File: config.mk
export PLATFORM = sky130hd
export DESIGN_NAME = serdes_link_ctrl_flat
export DESIGN_NICKNAME = d
export VERILOG_FILES = /design/src/rtl/serdes_pkg.sv /design/src/rtl/serdes_link_ctrl_if.sv /design/src/rtl/serdes_word_timer.sv /design/src/rtl/serdes_link_ctrl.sv /design/src/flat_wrapper.sv
export SDC_FILE = /design/constraint.sdc
export NUM_CORES = 1
export LEC_CHECK = 0
export ABC_AREA = 1
export CAP_MARGIN = 5
export CORE_MARGIN = 2
export CORE_UTILIZATION = 40
export DETAILED_ROUTE_END_ITERATION = 16
export DONT_BUFFER_PORTS = 1
export HOLD_SLACK_MARGIN = 0.06
export REMOVE_ABC_BUFFERS = 1
export SYNTH_ARGS = -nofsm -noshare
export SYNTH_HDL_FRONTEND = slang
export SYNTH_SLANG_ARGS = --single-unit
File: constraint.sdc
create_clock -name clk -period 4.05 [get_ports clk]
set_input_delay 0.81 -clock clk [delete_from_list [all_inputs] [get_ports clk]]
set_output_delay 0.81 -clock clk [all_outputs]
set_load 0.02 [all_outputs]
File: src/rtl/serdes_pkg.sv
// serdes_pkg: link state encoding and default training/idle words shared by the SERDES link controller.
package serdes_pkg;
  typedef enum logic [1:0] {IDLE = 2'd0, TRAIN = 2'd1, RUN = 2'd2, ERR = 2'd3} state_t;
  localparam logic [7:0] DEF_TRAIN_PAT = 8'hBC;
  localparam logic [7:0] DEF_IDLE_WORD = 8'h00;
endpackage

File: src/rtl/serdes_link_ctrl_if.sv
// serdes_link_ctrl_if: user tx handshake, serializer load and deserializer word buses of the link controller.
interface serdes_link_ctrl_if #(parameter int WIDTH = 8);
  logic [WIDTH-1:0] tx_data;
  logic tx_valid;
  logic tx_ready;
  logic ser_load;
  logic [WIDTH-1:0] ser_word;
  logic [WIDTH-1:0] des_word;
  logic des_valid;
  modport master(input tx_data, tx_valid, des_word, des_valid, output tx_ready, ser_load, ser_word);
  modport slave(output tx_data, tx_valid, des_word, des_valid, input tx_ready, ser_load, ser_word);
endinterface

File: src/rtl/serdes_word_timer.sv
// serdes_word_timer: bit position inside the serial word, flagging the load boundary and the last bit.
module serdes_word_timer #(parameter int WIDTH = 8) (
  input  logic clk,
  input  logic rst_n,
  input  logic ena,
  input  logic clr,
  output logic boundary,
  output logic last
);
  localparam int BW = $clog2(WIDTH);
  logic [BW-1:0] bit_cnt;
  always_ff @(posedge clk or negedge rst_n)
    if (!rst_n) bit_cnt <= '0;
    else if (ena) bit_cnt <= (clr || last) ? '0 : bit_cnt + 1'b1;
  assign boundary = bit_cnt == '0;
  assign last = bit_cnt == BW'(WIDTH - 1);
endmodule

File: src/rtl/serdes_link_ctrl.sv
// serdes_link_ctrl: trains the SERDES link with a known pattern, then streams user words
// into the serializer on word boundaries, filling with the idle word when nothing is offered.
module serdes_link_ctrl
  import serdes_pkg::*;
#(
  parameter int WIDTH = 8,
  parameter logic [WIDTH-1:0] TRAIN_PAT = WIDTH'(DEF_TRAIN_PAT),
  parameter logic [WIDTH-1:0] IDLE_WORD = WIDTH'(DEF_IDLE_WORD),
  parameter int TRAIN_WORDS = 4,
  parameter int LOCK_TIMEOUT = 64
) (
  input  logic clk,
  input  logic rst_n,
  input  logic ena,
  input  logic start,
  serdes_link_ctrl_if.master bus,
  output logic link_up,
  output logic train_err,
  output logic [1:0] state
);
  localparam int CW = $clog2(TRAIN_WORDS + 1);
  localparam int TW = $clog2(LOCK_TIMEOUT + 1);
  state_t st, nxt;
  logic [CW-1:0] sent_cnt, match_cnt;
  logic [TW-1:0] timer;
  logic boundary, last, active, nxt_active, locked, timed_out;
  assign active = st == TRAIN || st == RUN;
  assign nxt_active = nxt == TRAIN || nxt == RUN;
  // clearing on either side of an active span keeps bit 0 aligned with the first load after TRAIN entry
  serdes_word_timer #(.WIDTH(WIDTH)) u_word_timer (
    .clk(clk),
    .rst_n(rst_n),
    .ena(ena),
    .clr(!(active && nxt_active)),
    .boundary(boundary),
    .last(last)
  );
  assign locked = last && sent_cnt >= CW'(TRAIN_WORDS) && match_cnt >= CW'(TRAIN_WORDS);
  assign timed_out = timer == TW'(LOCK_TIMEOUT - 1);
  always_ff @(posedge clk or negedge rst_n)
    if (!rst_n) st <= IDLE;
    else if (ena) st <= nxt;
  // lock is tested before timeout so a lock on the final timer cycle still succeeds
  always_comb
    nxt = st == IDLE  ? (start ? TRAIN : IDLE) :
          st == TRAIN ? (!start ? IDLE : locked ? RUN : timed_out ? ERR : TRAIN) :
          st == RUN   ? ((!start && last) ? IDLE : RUN) :
                        (start ? ERR : IDLE);
  always_ff @(posedge clk or negedge rst_n)
    if (!rst_n) begin
      sent_cnt <= '0;
      match_cnt <= '0;
      timer <= '0;
      train_err <= 1'b0;
    end else if (ena) begin
      if (st == IDLE && start) begin
        sent_cnt <= '0;
        match_cnt <= '0;
        timer <= '0;
        train_err <= 1'b0;
      end else if (st == TRAIN) begin
        if (boundary && sent_cnt < CW'(TRAIN_WORDS)) sent_cnt <= sent_cnt + 1'b1;
        if (bus.des_valid)
          match_cnt <= bus.des_word != TRAIN_PAT ? '0 :
                       match_cnt < CW'(TRAIN_WORDS) ? match_cnt + 1'b1 : match_cnt;
        timer <= timer + 1'b1;
        if (nxt == ERR) train_err <= 1'b1;
      end
    end
  always_comb begin
    state = st;
    link_up = st == RUN;
    bus.ser_load = active && boundary && ena;
    bus.tx_ready = st == RUN && boundary && ena;
    bus.ser_word = st == TRAIN ? TRAIN_PAT :
                   st == RUN   ? (bus.tx_valid ? bus.tx_data : IDLE_WORD) : '0;
  end
endmodule

File: src/flat_wrapper.sv
// flat-port wrapper written by rule: the top's interface ports become plain ports
module serdes_link_ctrl_flat import serdes_pkg::*;
#(
  parameter int WIDTH = 8,
  parameter logic [WIDTH-1:0] TRAIN_PAT = WIDTH'(DEF_TRAIN_PAT),
  parameter logic [WIDTH-1:0] IDLE_WORD = WIDTH'(DEF_IDLE_WORD),
  parameter int TRAIN_WORDS = 4,
  parameter int LOCK_TIMEOUT = 64
)
  (clk, rst_n, ena, start, link_up, train_err, state, bus_tx_data, bus_tx_valid, bus_des_word, bus_des_valid, bus_tx_ready, bus_ser_load, bus_ser_word);
  serdes_link_ctrl_if #(.WIDTH(WIDTH)) bus_i ();
  input  logic clk;
  input  logic rst_n;
  input  logic ena;
  input  logic start;
  output logic link_up;
  output logic train_err;
  output logic [1:0] state;
  input wire logic [$bits(bus_i.tx_data)-1:0] bus_tx_data;
  input wire logic [$bits(bus_i.tx_valid)-1:0] bus_tx_valid;
  input wire logic [$bits(bus_i.des_word)-1:0] bus_des_word;
  input wire logic [$bits(bus_i.des_valid)-1:0] bus_des_valid;
  output wire logic [$bits(bus_i.tx_ready)-1:0] bus_tx_ready;
  output wire logic [$bits(bus_i.ser_load)-1:0] bus_ser_load;
  output wire logic [$bits(bus_i.ser_word)-1:0] bus_ser_word;
  assign bus_i.tx_data = bus_tx_data;
  assign bus_i.tx_valid = bus_tx_valid;
  assign bus_i.des_word = bus_des_word;
  assign bus_i.des_valid = bus_des_valid;
  assign bus_tx_ready = bus_i.tx_ready;
  assign bus_ser_load = bus_i.ser_load;
  assign bus_ser_word = bus_i.ser_word;
  serdes_link_ctrl #(.WIDTH(WIDTH), .TRAIN_PAT(TRAIN_PAT), .IDLE_WORD(IDLE_WORD), .TRAIN_WORDS(TRAIN_WORDS), .LOCK_TIMEOUT(LOCK_TIMEOUT)) u_core (.clk(clk), .rst_n(rst_n), .ena(ena), .start(start), .bus(bus_i), .link_up(link_up), .train_err(train_err), .state(state));
endmodule
* After elaboration in Yosys (flattened, before gate mapping) *
Cells that the tools add are included.
W data, S select, Z words.

word-level totals
  bits in writable memories = 0
  register bits after elaboration = 19
  bits in read-only memories = 0
  memories kept = 0
  logic and storage cells = 74
  bits in latches = 0
  bits of input ports = 22
  output and inout bits = 14

operators by class
  bitwise operators = 0
  add/subtract/negate cells = 4
  magnitude comparators = 4
  multiply operators = 0
  reduce and logical (&&, ||, !) cells = 26
  shifts and indexed selects = 0
  divide/modulo/power cells = 0
  equality and inequality tests = 8
  multiplexer cells = 26

operators with widths
  kind                   number
  $mux W3                9
  $mux W8                3
  $mux W2                8
  $mux W7                2
  $logic_and A1 B1 Y1    10
  $add A3 B1 Y3 const B  3
  $ne A8 B8 Y1 const B   1
  $reduce_bool A2 Y1     4
  $add A7 B1 Y7 const B  1
  $eq A7 B6 Y1 const B   1
  $eq A2 B2 Y1 const B   3
  $ge A3 B3 Y1 const B   2
  $lt A3 B3 Y1 const B   2
  $reduce_and A3 Y1      2
  $eq A2 B1 Y1 const B   2
  $mux W1                4
  $reduce_and A4 Y1      1
  $eq A3 B3 Y1 const B   1
  $logic_not A3 Y1       1
  $logic_or A1 B1 Y1     3
  $reduce_bool A3 Y1     1
  $logic_not A1 Y1       2
  $logic_not A2 Y1       1
  $reduce_and A2 Y1      1

* Logic depth before layout (Yosys ltp) *
Gate-level depths: netlist (run 1).

  depth after elaboration = 13
  depth in mapped cells = 12
  depth with buffers taken out = 12

* By module *
A second synthesis (run 1) with hierarchy kept.

second synthesis, totals
  cells, all modules = 175
  area total of the unflattened synthesis = 1287.5 um2

by module, submodules not included
  module             times used  cells an instance  seq. area each (um2)  area each (um2)
  serdes_link_ctrl   1           149                400.4                 1089.8
  serdes_word_timer  1           26                 75.1                  197.7

* Least setup slack after synthesis (run 1) *
Ideal clock, no wire load.

  path type = flip-flop to output port
  from = register u_core.st[0], in the netlist u_core.state[0]
  to = output bus_ser_word[0]
  data required time = 3240 ps
  path slack = 1797 ps
  buffers on the path = 1
  stages on the path, launching flop included = 6
  arrival time = 1443 ps
  cells stage by stage = dfrtp_1 -> inv_1 -> ha_1 -> buf_2 -> nand2_1 -> nor2_1

between the ends
  cells in the longest elaborated chain, start to end = 3
  elaborated cells on any way between the ends = 4
  those cells by class = 2 x eq/ne; 2 x mux

ends and longest elaborated chain
  item                    line                    text
  start, declared         serdes_link_ctrl.sv:23  state_t st, nxt;
  start signal, assigned  serdes_link_ctrl.sv:42  else if (ena) st <= nxt;
  $eq A2 B2 Y1            n/a
  net link_up             flat_wrapper.sv:16      output logic link_up;
  $mux W8                 serdes_link_ctrl.sv:76  st == RUN ? (bus.tx_valid ? bus.tx_data : IDLE_WORD) : '0;
  $mux W8                 serdes_link_ctrl.sv:75  bus.ser_word = st == TRAIN ? TRAIN_PAT :
  end, declared           flat_wrapper.sv:25      output wire logic [$bits(bus_i.ser_word)-1:0] bus_ser_word;

The timed path passes the listed nets, and every way through them passes these cells.

* Worst setup path after layout (run 1) *
Ends and elaborated chain as after synthesis.

==> results.py, run 1 <==
metrics = {
    "run_status": {
        "outcome": "completed",
    },
    "power": {
        "peakVddDrop_v": 0.000238,
        "p_sw_share_pct": 40.5,
        "clockPowerShare_pct": 16.7,
        "p_leak_nw": 0.687,
        "intPower_w": 0.000344,
        "combPwrFrac_pct": 34.3,
        "p_seq_share_pct": 49.1,
        "power_density_nw_per_um2": 447,
        "power_switching_w": 0.000234,
    },
    "routing": {
        "num_vias": 1073,
        "drcViolationCount": 0,
        "avgRoutedWirePerCell_um": 12.3,
        "ant_nets": 0,
        "viasPerCell": 5.23,
        "initialDrtViolationCount": 34,
        "wirelength_um": 2520,
        "first_pass_iters": 4,
    },
    "sta": {
        "hold_viol_final": 0,
        "fmax_mhz": 367,
        "fin_crit_ps": 2720,
        "final_max_slew_viol_count": 0,
        "rsz0062_at_grt": "false",
        "holdWs_ps": 197,
        "setup_viol": 0,
        "finClkSkew_ps": 1.32,
        "tns_ps": 0,
        "fin_ws_ps": 1330,
        "maxSlewHeadroom_pct": 67.5,
        "worstMarginPinSlew_ps": 487,
        "period_share_pct": 67.2,
    },
    "synthesis": {
        "syn_inst": 171,
        "syn_area_um2": 1240,
        "yosysWarnings": 0,
        "synth-seq-cells": 19,
        "yosys-top-cells-count": "47 x nand2_1, 25 x nand3_1, 23 x inv_1",
        "synth_enable_flop_cells": 0,
        "synth_area_per_cell_um2": 7.26,
        "yosysTopAreaCell": "dfrtp_1",
        "seq_area_frac_synth_pct": 38.3,
        "synth.most_common_cell": "nand2_1",
        "yosys.cell_types.count": 21,
        "async_flop_share_pct": 100,
        "yosysTopAreaCellShare_pct": 38.3,
        "synth_ff_type": "dfrtp_1",
        "synth.area.top_cells": "dfrtp_1 38%, nand2_1 14%, ha_1 10%, nand3_1 10%, inv_1 7.0%",
    },
    "worst_setup_path": {
        "r2r_end": "u_core.u_word_timer.bit_cnt[0]",
        "reg2reg_slack_ps": 1810,
        "arrival_ps": 1910,
        "end_kind": "output port",
        "reg2regPathDepth": 11,
        "critical_path_class": "register to output port",
        "startpoint_type": "register",
        "slowest_stage": "dfrtp_1",
        "cpPeakStageDelay_ps": 490,
        "path_cells": "inv_1 > ha_1 > nand2_1 > nor2_1",
        "reg2reg_from": "u_core.state[1]",
        "worstPathRequired_ps": 3240,
        "cp_max_fo": 10,
    },
    "placement": {
        "numPortBuffers": 0,
        "dp_slack_ps": 1660,
        "finalWeightedCongestion": 0.769,
        "dp_hpwl_um": 1990,
    },
    "worst_hold_path": {
        "min_path_type": "primary input to asynchronous set/reset pin",
    },
    "global_routing": {
        "grt_max_degree": 20,
        "grt_pass1_vias": 1024,
        "grt_pass1_wl_um": 4320,
        "overflow": 0,
        "use_met2_pct": 28.7,
        "antenna_found_initial": 0,
        "met3_usage_pct": 2.81,
        "grt.busiest_layer": "met2",
        "gr-usage-met1_pct": 18.9,
        "grtUsageTotal_pct": 16.0,
    },
    "finish": {
        "nFillCells": 322,
        "antenna_cells": 0,
        "area_growth_pct": 4.03,
        "layout.nets": 205,
        "drive_above_1_share_pct": 5.23,
    },
    "die": {
        "die_w_um": 59.7,
        "std_cell_rows": 20,
        "io_pins": 36,
        "dieHeight_um": 59.7,
        "dieArea_um2": 3560,
        "start_util_pct": 41.3,
        "coreArea_um2": 3000,
    },
    "clock_tree": {
        "cts_buffer_depth": 2,
        "htreeDepth": 1,
        "numCtsBuffers": 3,
        "clk_latency_ps": 290,
        "cts-resized-gates": 0,
        "cts-root-buf": "clkbuf_4",
        "path_clk_slew_ps": 110,
        "cts_sinks": 19,
        "postCtsHoldBufs": 0,
        "cts_tree": "built",
        "cts_setup_buffers": 0,
    },
    "flow_run": {
        "cap_violations": 0,
    },
}
-- critical path: cells and delay by family (launching register included) --
family | cells | cell delay, ps
AND/OR/NAND/NOR | 2 | 540
adder cells (fa/ha/maj) | 1 | 470
buffers and inverters | 1 | 120
flip-flops | 1 | 490
-- metal layers --
| layer | routed length (µm) | vias up |
|---|---|---|
| met2 | 1210 | 33 |
| met1 | 1150 | 491 |
| met4 | 19 | 0 |
| met5 | 0 | - |
| li1 | - | 547 |
| met3 | 142 | 2 |
-- flip-flops by register name (all words and copies together), names as in the netlist --
register	count
u_core.u_word_timer.bit_cnt	3
u_core.match_cnt	3
u_core.state	2
u_core.timer	7
u_core.train_err	1
u_core.sent_cnt	3
-- layout by cell type, fill, tap and decap left out --
| cell | instances |
|---|---|
| a31oi_1 | 1 |
| a21oi_1 | 7 |
| nand4_1 | 3 |
| dfrtp_1 | 19 |
| nor2b_1 | 1 |
| o21ai_0 | 7 |
| nand2_4 | 1 |
| nand2_2 | 2 |
| nand3_1 | 25 |
| inv_2 | 1 |
| o21ai_1 | 1 |
| nand3b_1 | 1 |
| nor2_1 | 16 |
| ha_1 | 10 |
| clkbuf_4 | 3 |
| nand3_4 | 1 |
| and2_1 | 1 |
| inv_1 | 23 |
| nand3_2 | 1 |
| nand2_1 | 47 |
| clkbuf_1 | 1 |
-- worst max path at each step --
stage | startpoint | to | slack, ps | cells past startpoint
final | u_core.state[0] | bus_ser_word[0] | 1330 | 4
after CTS | u_core.state[0] | bus_ser_word[0] | 1290 | 4
after global placement | u_core.state[0] | bus_ser_word[0] | 1680 | 4
after global routing | u_core.state[0] | bus_ser_word[0] | 1180 | 4
after floorplan | u_core.state[0] | bus_ser_word[0] | 1810 | 4
after detailed placement | u_core.state[0] | bus_ser_word[0] | 1660 | 4
-- power groups by stage --
stage / sequential [W] / combinational (W) / clock [W]
3_3_place_gp: 0.000283 / 0.000190 / 0
3_5_place_dp: 0.000288 / 0.000200 / 0
2_1_floorplan: 0.000277 / 0.000165 / 0
6_report: 0.000283 / 0.000198 / 0.0000964
5_1_grt: 0.000292 / 0.000235 / 0.000110
4_1_cts: 0.000284 / 0.000201 / 0.000101
-- per-stage QoR --
step                      instance area (µm²)  utilization [%]  total power (W)  cells
after floorplan                          1220                -         0.000442    168
after global placement                   1260             42.1         0.000474    201
after detailed placement                 1260             42.1         0.000487    201
after CTS                                1290             43.0         0.000585    205
after global routing                     1290             43.0         0.000637    205
final                                    1290             43.0         0.000578    205
-- layout make-up --
class / instances / area [µm²] / share of cell area (%)
multi-input combinational: 125 / 658 / 51.0
tap: 33 / 41.3 / 3.20
clock buffer: 4 / 26.3 / 2.03
sequential: 19 / 475 / 36.8
inverter: 24 / 90.1 / 6.98
-- logic make-up after synthesis --
group,after synthesis,synth area share (%)
AO/OA/AOI/OAI,16,6.55
AND/OR/NAND/NOR,99,36.4
flip-flops,19,38.3
buffers and inverters,27,8.67
adder cells (fa/ha/maj),10,10.1
No activity file was read; power rests on OpenSTA's default activity.
==> inputs of run 2 (changes only) <==
Clock period 4.05 ns to 2.46 ns, I/O delays scaled along.
==> run 2 against run 1 <==
Net effect:
- non-clock buffer count rose by 3
- global-route usage fell by 0.17 points
- register-to-register slack got worse by 1500 ps
- core utilization rose by 1.0 points
- clock skew rose by 2.5 ps
- worst hold slack improved by 78 ps
- highest routed layer unchanged
==> results.py, run 2 (synthesis results as in run 1) <==
metrics = {
    "placement": {
        "dp_hpwl_um": 1990,
        "numPortBuffers": 0,
        "finalWeightedCongestion": 0.752,
        "dp_slack_ps": 330,
    },
    "worst_setup_path": {
        "crit_buf_inv": 2,
        "critPathTopFamily": "flip-flops",
        "reg2reg_slack_ps": 310,
        "r2r_end": "u_core.u_word_timer.bit_cnt[1]",
        "cp_max_fo": 11,
        "slowest_stage": "dfrtp_1",
        "end_kind": "output port",
        "arrival_ps": 1820,
        "reg2regPathDepth": 11,
        "cpPeakStageDelay_ps": 520,
        "worstPathRequired_ps": 1970,
        "crit_path_frequent_cell": "inv_1",
        "startpoint_type": "register",
        "critical_path_class": "register to output port",
        "path_cells": "inv_1 > ha_1 > inv_1 > nand2_1 > nor2_1",
        "reg2reg_from": "u_core.state[1]",
    },
    "finish": {
        "layout.nets": 208,
        "utilization_pct": 44.0,
        "mostFrequentLayoutCells": "47 x nand2_1, 25 x nand3_1, 23 x inv_1",
        "largest_register_ffs": 7,
        "area_growth_pct": 6.55,
        "antenna_cells": 0,
        "top_register": "u_core.timer",
        "final_common_cell": "nand2_1",
        "drive_above_1_share_pct": 8.00,
        "nFillCells": 315,
    },
    "power": {
        "power_density_nw_per_um2": 729,
        "p_leak_nw": 0.703,
        "peakVddDrop_v": 0.000381,
    },
    "sta": {
        "fmax_mhz": 433,
        "tns_ps": 0,
        "fin_ws_ps": 149,
        "maxSlewHeadroom_pct": 42.2,
        "setup_viol": 0,
        "finClkSkew_ps": 3.86,
        "period_share_pct": 94.0,
        "rsz0062_at_grt": "false",
        "fin_crit_ps": 2310,
        "hold_viol_final": 0,
        "worstMarginPinSlew_ps": 864,
        "final_max_slew_viol_count": 0,
    },
    "flow_run": {
        "cap_violations": 0,
    },
    "global_routing": {
        "grt_pass1_wl_um": 4300,
        "overflow": 0,
        "antenna_found_initial": 0,
        "grtUsageTotal_pct": 15.8,
        "grt_max_degree": 20,
        "grt_pass1_vias": 999,
    },
    "clock_tree": {
        "cts-root-buf": "clkbuf_4",
        "cts_buffer_depth": 2,
        "cts_setup_buffers": 0,
        "clk_latency_ps": 300,
        "numCtsBuffers": 3,
        "htreeDepth": 1,
        "cts_sinks": 19,
        "path_clk_slew_ps": 110,
        "cts_tree": "built",
    },
    "run_status": {
        "outcome": "completed",
    },
    "worst_hold_path": {
        "worstHoldEndpoint": "u_core.u_word_timer.bit_cnt[0]",
        "holdPathStages": 1,
        "min_path_type": "primary input to register",
        "min-delay-start": "ena",
    },
    "routing": {
        "wirelength_um": 2600,
        "avgRoutedWirePerCell_um": 12.5,
        "initialDrtViolationCount": 22,
        "drcViolationCount": 0,
        "wl_met3_um": 140,
        "ant_nets": 0,
        "met1_length_um": 1160,
        "viasPerCell": 5.23,
        "top_layer": "met4",
        "num_vias": 1088,
        "met2_length_um": 1280,
        "first_pass_iters": 4,
    },
    "die": {
        "start_util_pct": 41.3,
        "std_cell_rows": 20,
        "dieHeight_um": 59.7,
        "die_w_um": 59.7,
        "io_pins": 36,
        "coreArea_um2": 3000,
        "dieArea_um2": 3560,
    },
}
==> run 2: changes by cell type in the layout (fill, tap and decap cells not counted) <==
cell           change
buf_4              +2
nor2_1             -2
clkinv_2           +1
nor2_2             +2
clkbuf_1           -1
dlygate4sd3_1      +1
==> run 2: final cells by class <==
type | count | area [µm²] | area share [%]
Timing Repair Buffer | 3 | 25.0 | 1.89
Multi-Input combinational cell | 125 | 663 | 50.1
Clock inverter | 1 | 5.00 | 0.378
Tap cell | 33 | 41.3 | 3.12
Inverter | 24 | 90.1 | 6.81
Sequential cell | 19 | 475 | 36.0
Clock buffer | 3 | 22.5 | 1.70
==> run 2: power by group <==
group	internal (W)	total, W	switching [W]
clock network	0.0000605	0.000163	0.000102
logic	0.000114	0.000336	0.000223
registers	0.000392	0.000465	0.0000723
total	0.000567	0.000964	0.000397
==> run 2: routing by layer <==
metal  GRT usage, %  up-vias
met1           19.4      495
li1               -      559
met3           2.16        2
met4           4.76        0
met5              0        -
met2           28.4       32
==> run 2: metrics by stage <==
stage | hold slack (ps) | power [W] | cells | cell area, µm²
floorplan | 196 | 0.000727 | 168 | 1220
global placement | 197 | 0.000785 | 203 | 1280
detailed placement | 197 | 0.000801 | 203 | 1280
CTS | 270 | 0.000971 | 208 | 1320
global route | 283 | 0.00106 | 208 | 1320
finish | 275 | 0.000964 | 208 | 1320
==> run 2: how the worst max path moves through the flow <==
stage	from	to	depth (start not counted)
floorplan	u_core.state[0]	u_core.u_word_timer.bit_cnt[0]	10
global placement	u_core.state[1]	u_core.u_word_timer.bit_cnt[0]	11
detailed placement	u_core.state[1]	u_core.u_word_timer.bit_cnt[1]	11
CTS	u_core.state[0]	bus_tx_ready	5
global route	u_core.state[1]	bus_ser_word[1]	5
finish	u_core.state[1]	bus_ser_word[6]	5
==> run 2: what timing repair did <==
action                                  CTS  global route
gates resized for setup                   0             2
hold buffers                              1             0
hold endpoints to repair                 19             0
endpoints found under the setup margin    0             2
==> inputs of run 3 (changes only) <==
Settings changed: SETUP_SLACK_MARGIN set to 0.05.
==> run 3 against run 2 <==
Net effect:
- combinational power is essentially flat
- via count grew 0.37%
- sequential share of layout area shrank 0.14 points
- non-clock buffer count is the same
- worst hold slack is the same
- largest power group unchanged
==> results.py, run 3 (synthesis results as in run 1) <==
metrics = {
    "die": {
        "dieHeight_um": 59.7,
        "io_pins": 36,
        "dieArea_um2": 3560,
        "start_util_pct": 41.3,
        "std_cell_rows": 20,
        "coreArea_um2": 3000,
        "die_w_um": 59.7,
    },
    "finish": {
        "fin_cells": 208,
        "top_register": "u_core.timer",
        "nFillCells": 317,
        "final_common_cell": "nand2_1",
        "area_growth_pct": 6.96,
        "antenna_cells": 0,
        "largest_register_ffs": 7,
        "drive_above_1_share_pct": 9.14,
        "finish.instance_area_um2": 1330,
        "layout.nets": 208,
        "mostFrequentLayoutCells": "47 x nand2_1, 25 x nand3_1, 23 x inv_1",
    },
    "sta": {
        "finClkSkew_ps": 3.93,
        "worstMarginPinSlew_ps": 864,
        "maxSlewHeadroom_pct": 42.2,
        "rsz0062_at_grt": "false",
        "fin_crit_ps": 2290,
        "period_share_pct": 93.0,
        "hold_viol_final": 0,
        "tns_ps": 0,
        "setup_viol": 0,
        "final_max_slew_viol_count": 0,
        "holdWs_ps": 275,
        "fmax_mhz": 437,
    },
    "routing": {
        "viasPerCell": 5.25,
        "wirelength_um": 2620,
        "avgRoutedWirePerCell_um": 12.6,
        "ant_nets": 0,
        "first_pass_iters": 4,
        "drcViolationCount": 0,
        "initialDrtViolationCount": 24,
        "num_vias": 1092,
    },
    "worst_setup_path": {
        "cp_max_fo": 9,
        "worstPathRequired_ps": 1970,
        "arrival_ps": 1800,
        "end_kind": "output port",
        "critical_path_class": "register to output port",
        "startpoint_type": "register",
    },
    "clock_tree": {
        "cts_setup_buffers": 0,
        "clk_latency_ps": 300,
        "htreeDepth": 1,
        "cts_sinks": 19,
        "cts_buffer_depth": 2,
        "cts_tree": "built",
        "numCtsBuffers": 3,
        "path_clk_slew_ps": 110,
        "cts-root-buf": "clkbuf_4",
    },
    "power": {
        "power_density_nw_per_um2": 727,
        "p_seq_share_pct": 48.1,
        "p_sw_share_pct": 41.3,
        "combPwrFrac_pct": 35.0,
        "p_leak_nw": 0.702,
        "p_total_w": 0.000966,
        "power_switching_w": 0.000399,
        "peakVddDrop_v": 0.000381,
        "clockPowerShare_pct": 16.9,
        "intPower_w": 0.000567,
    },
    "placement": {
        "finalWeightedCongestion": 0.752,
        "numPortBuffers": 0,
        "dp_hpwl_um": 1990,
        "dpl.cell_count": 203,
        "placed_cell_area_um2": 1280,
    },
    "global_routing": {
        "overflow": 0,
        "grt_pass1_vias": 999,
        "antenna_found_initial": 0,
        "grt_pass1_wl_um": 4300,
        "grt_max_degree": 20,
        "grtUsageTotal_pct": 15.8,
    },
    "worst_hold_path": {
        "min_path_type": "primary input to register",
    },
    "run_status": {
        "outcome": "completed",
    },
    "flow_run": {
        "cap_violations": 0,
    },
}
[run 3: final cells by class]
class | count | area [µm²] | share of cell area, %
Multi-Input combinational cell | 125 | 668 | 50.3
Sequential cell | 19 | 475 | 35.8
Inverter | 24 | 90.1 | 6.79
Tap cell | 33 | 41.3 | 3.11
Timing Repair Buffer | 3 | 25.0 | 1.89
Clock buffer | 3 | 22.5 | 1.70
Clock inverter | 1 | 5.00 | 0.377
[run 3: per-stage QoR]
| stage | utilization [%] | setup WS [ps] |
|---|---|---|
| 2_1_floorplan | - | 526 |
| 3_3_place_gp | 42.6 | 444 |
| 3_5_place_dp | 42.6 | 330 |
| 4_1_cts | 43.9 | 87.6 |
| 5_1_grt | 44.2 | 66.2 |
| 6_report | 44.2 | 173 |
[run 3: worst paths after layout]
| kind | from | to | slack, ps | cells past startpoint |
|---|---|---|---|---|
| max | u_core.state[0] | bus_tx_ready | 170 | 5 |
| min | ena | u_core.u_word_timer.bit_cnt[0] | 270 | 1 |
| max reg2reg | u_core.state[1] | u_core.u_word_timer.bit_cnt[1] | 310 | 11 |
| min reg2reg | u_core.sent_cnt[1] | u_core.sent_cnt[1] | 530 | 2 |
| max in group asynchronous | rst_n | u_core.match_cnt[1] | 1190 | 1 |
| min in group asynchronous | rst_n | u_core.sent_cnt[0] | 740 | 1 |
[run 3: repair_timing]
action,4_1_cts,5_1_grt
hold buffers,1,0
endpoints found under the setup margin,0,4
hold endpoints to repair,19,0
gates resized for setup,0,4
[run 3: routing by layer]
| metal | share of wire [%] | vias up | GRT usage [%] |
|---|---|---|---|
| met5 | 0 | - | 0 |
| met4 | 0.73 | 0 | 4.76 |
| met3 | 5.0 | 2 | 2.16 |
| met2 | 50 | 31 | 28.4 |
| met1 | 44 | 500 | 19.4 |
| li1 | - | 559 | - |
[run 3: worst max-delay path, stage by stage (launching register included)]
cell	delay, ps
dfrtp_1	500
inv_1	140
ha_1	350
buf_4	210
nand2_1	70
nor2_2	230
[run 3: power by group through the flow]
stage	Sequential, W	Combinational (W)	Clock, W
2_1_floorplan	0.000456	0.000271	0
3_3_place_gp	0.000469	0.000316	0
3_5_place_dp	0.000472	0.000329	0
4_1_cts	0.000466	0.000338	0.000167
5_1_grt	0.000479	0.000401	0.000180
6_report	0.000465	0.000338	0.000163
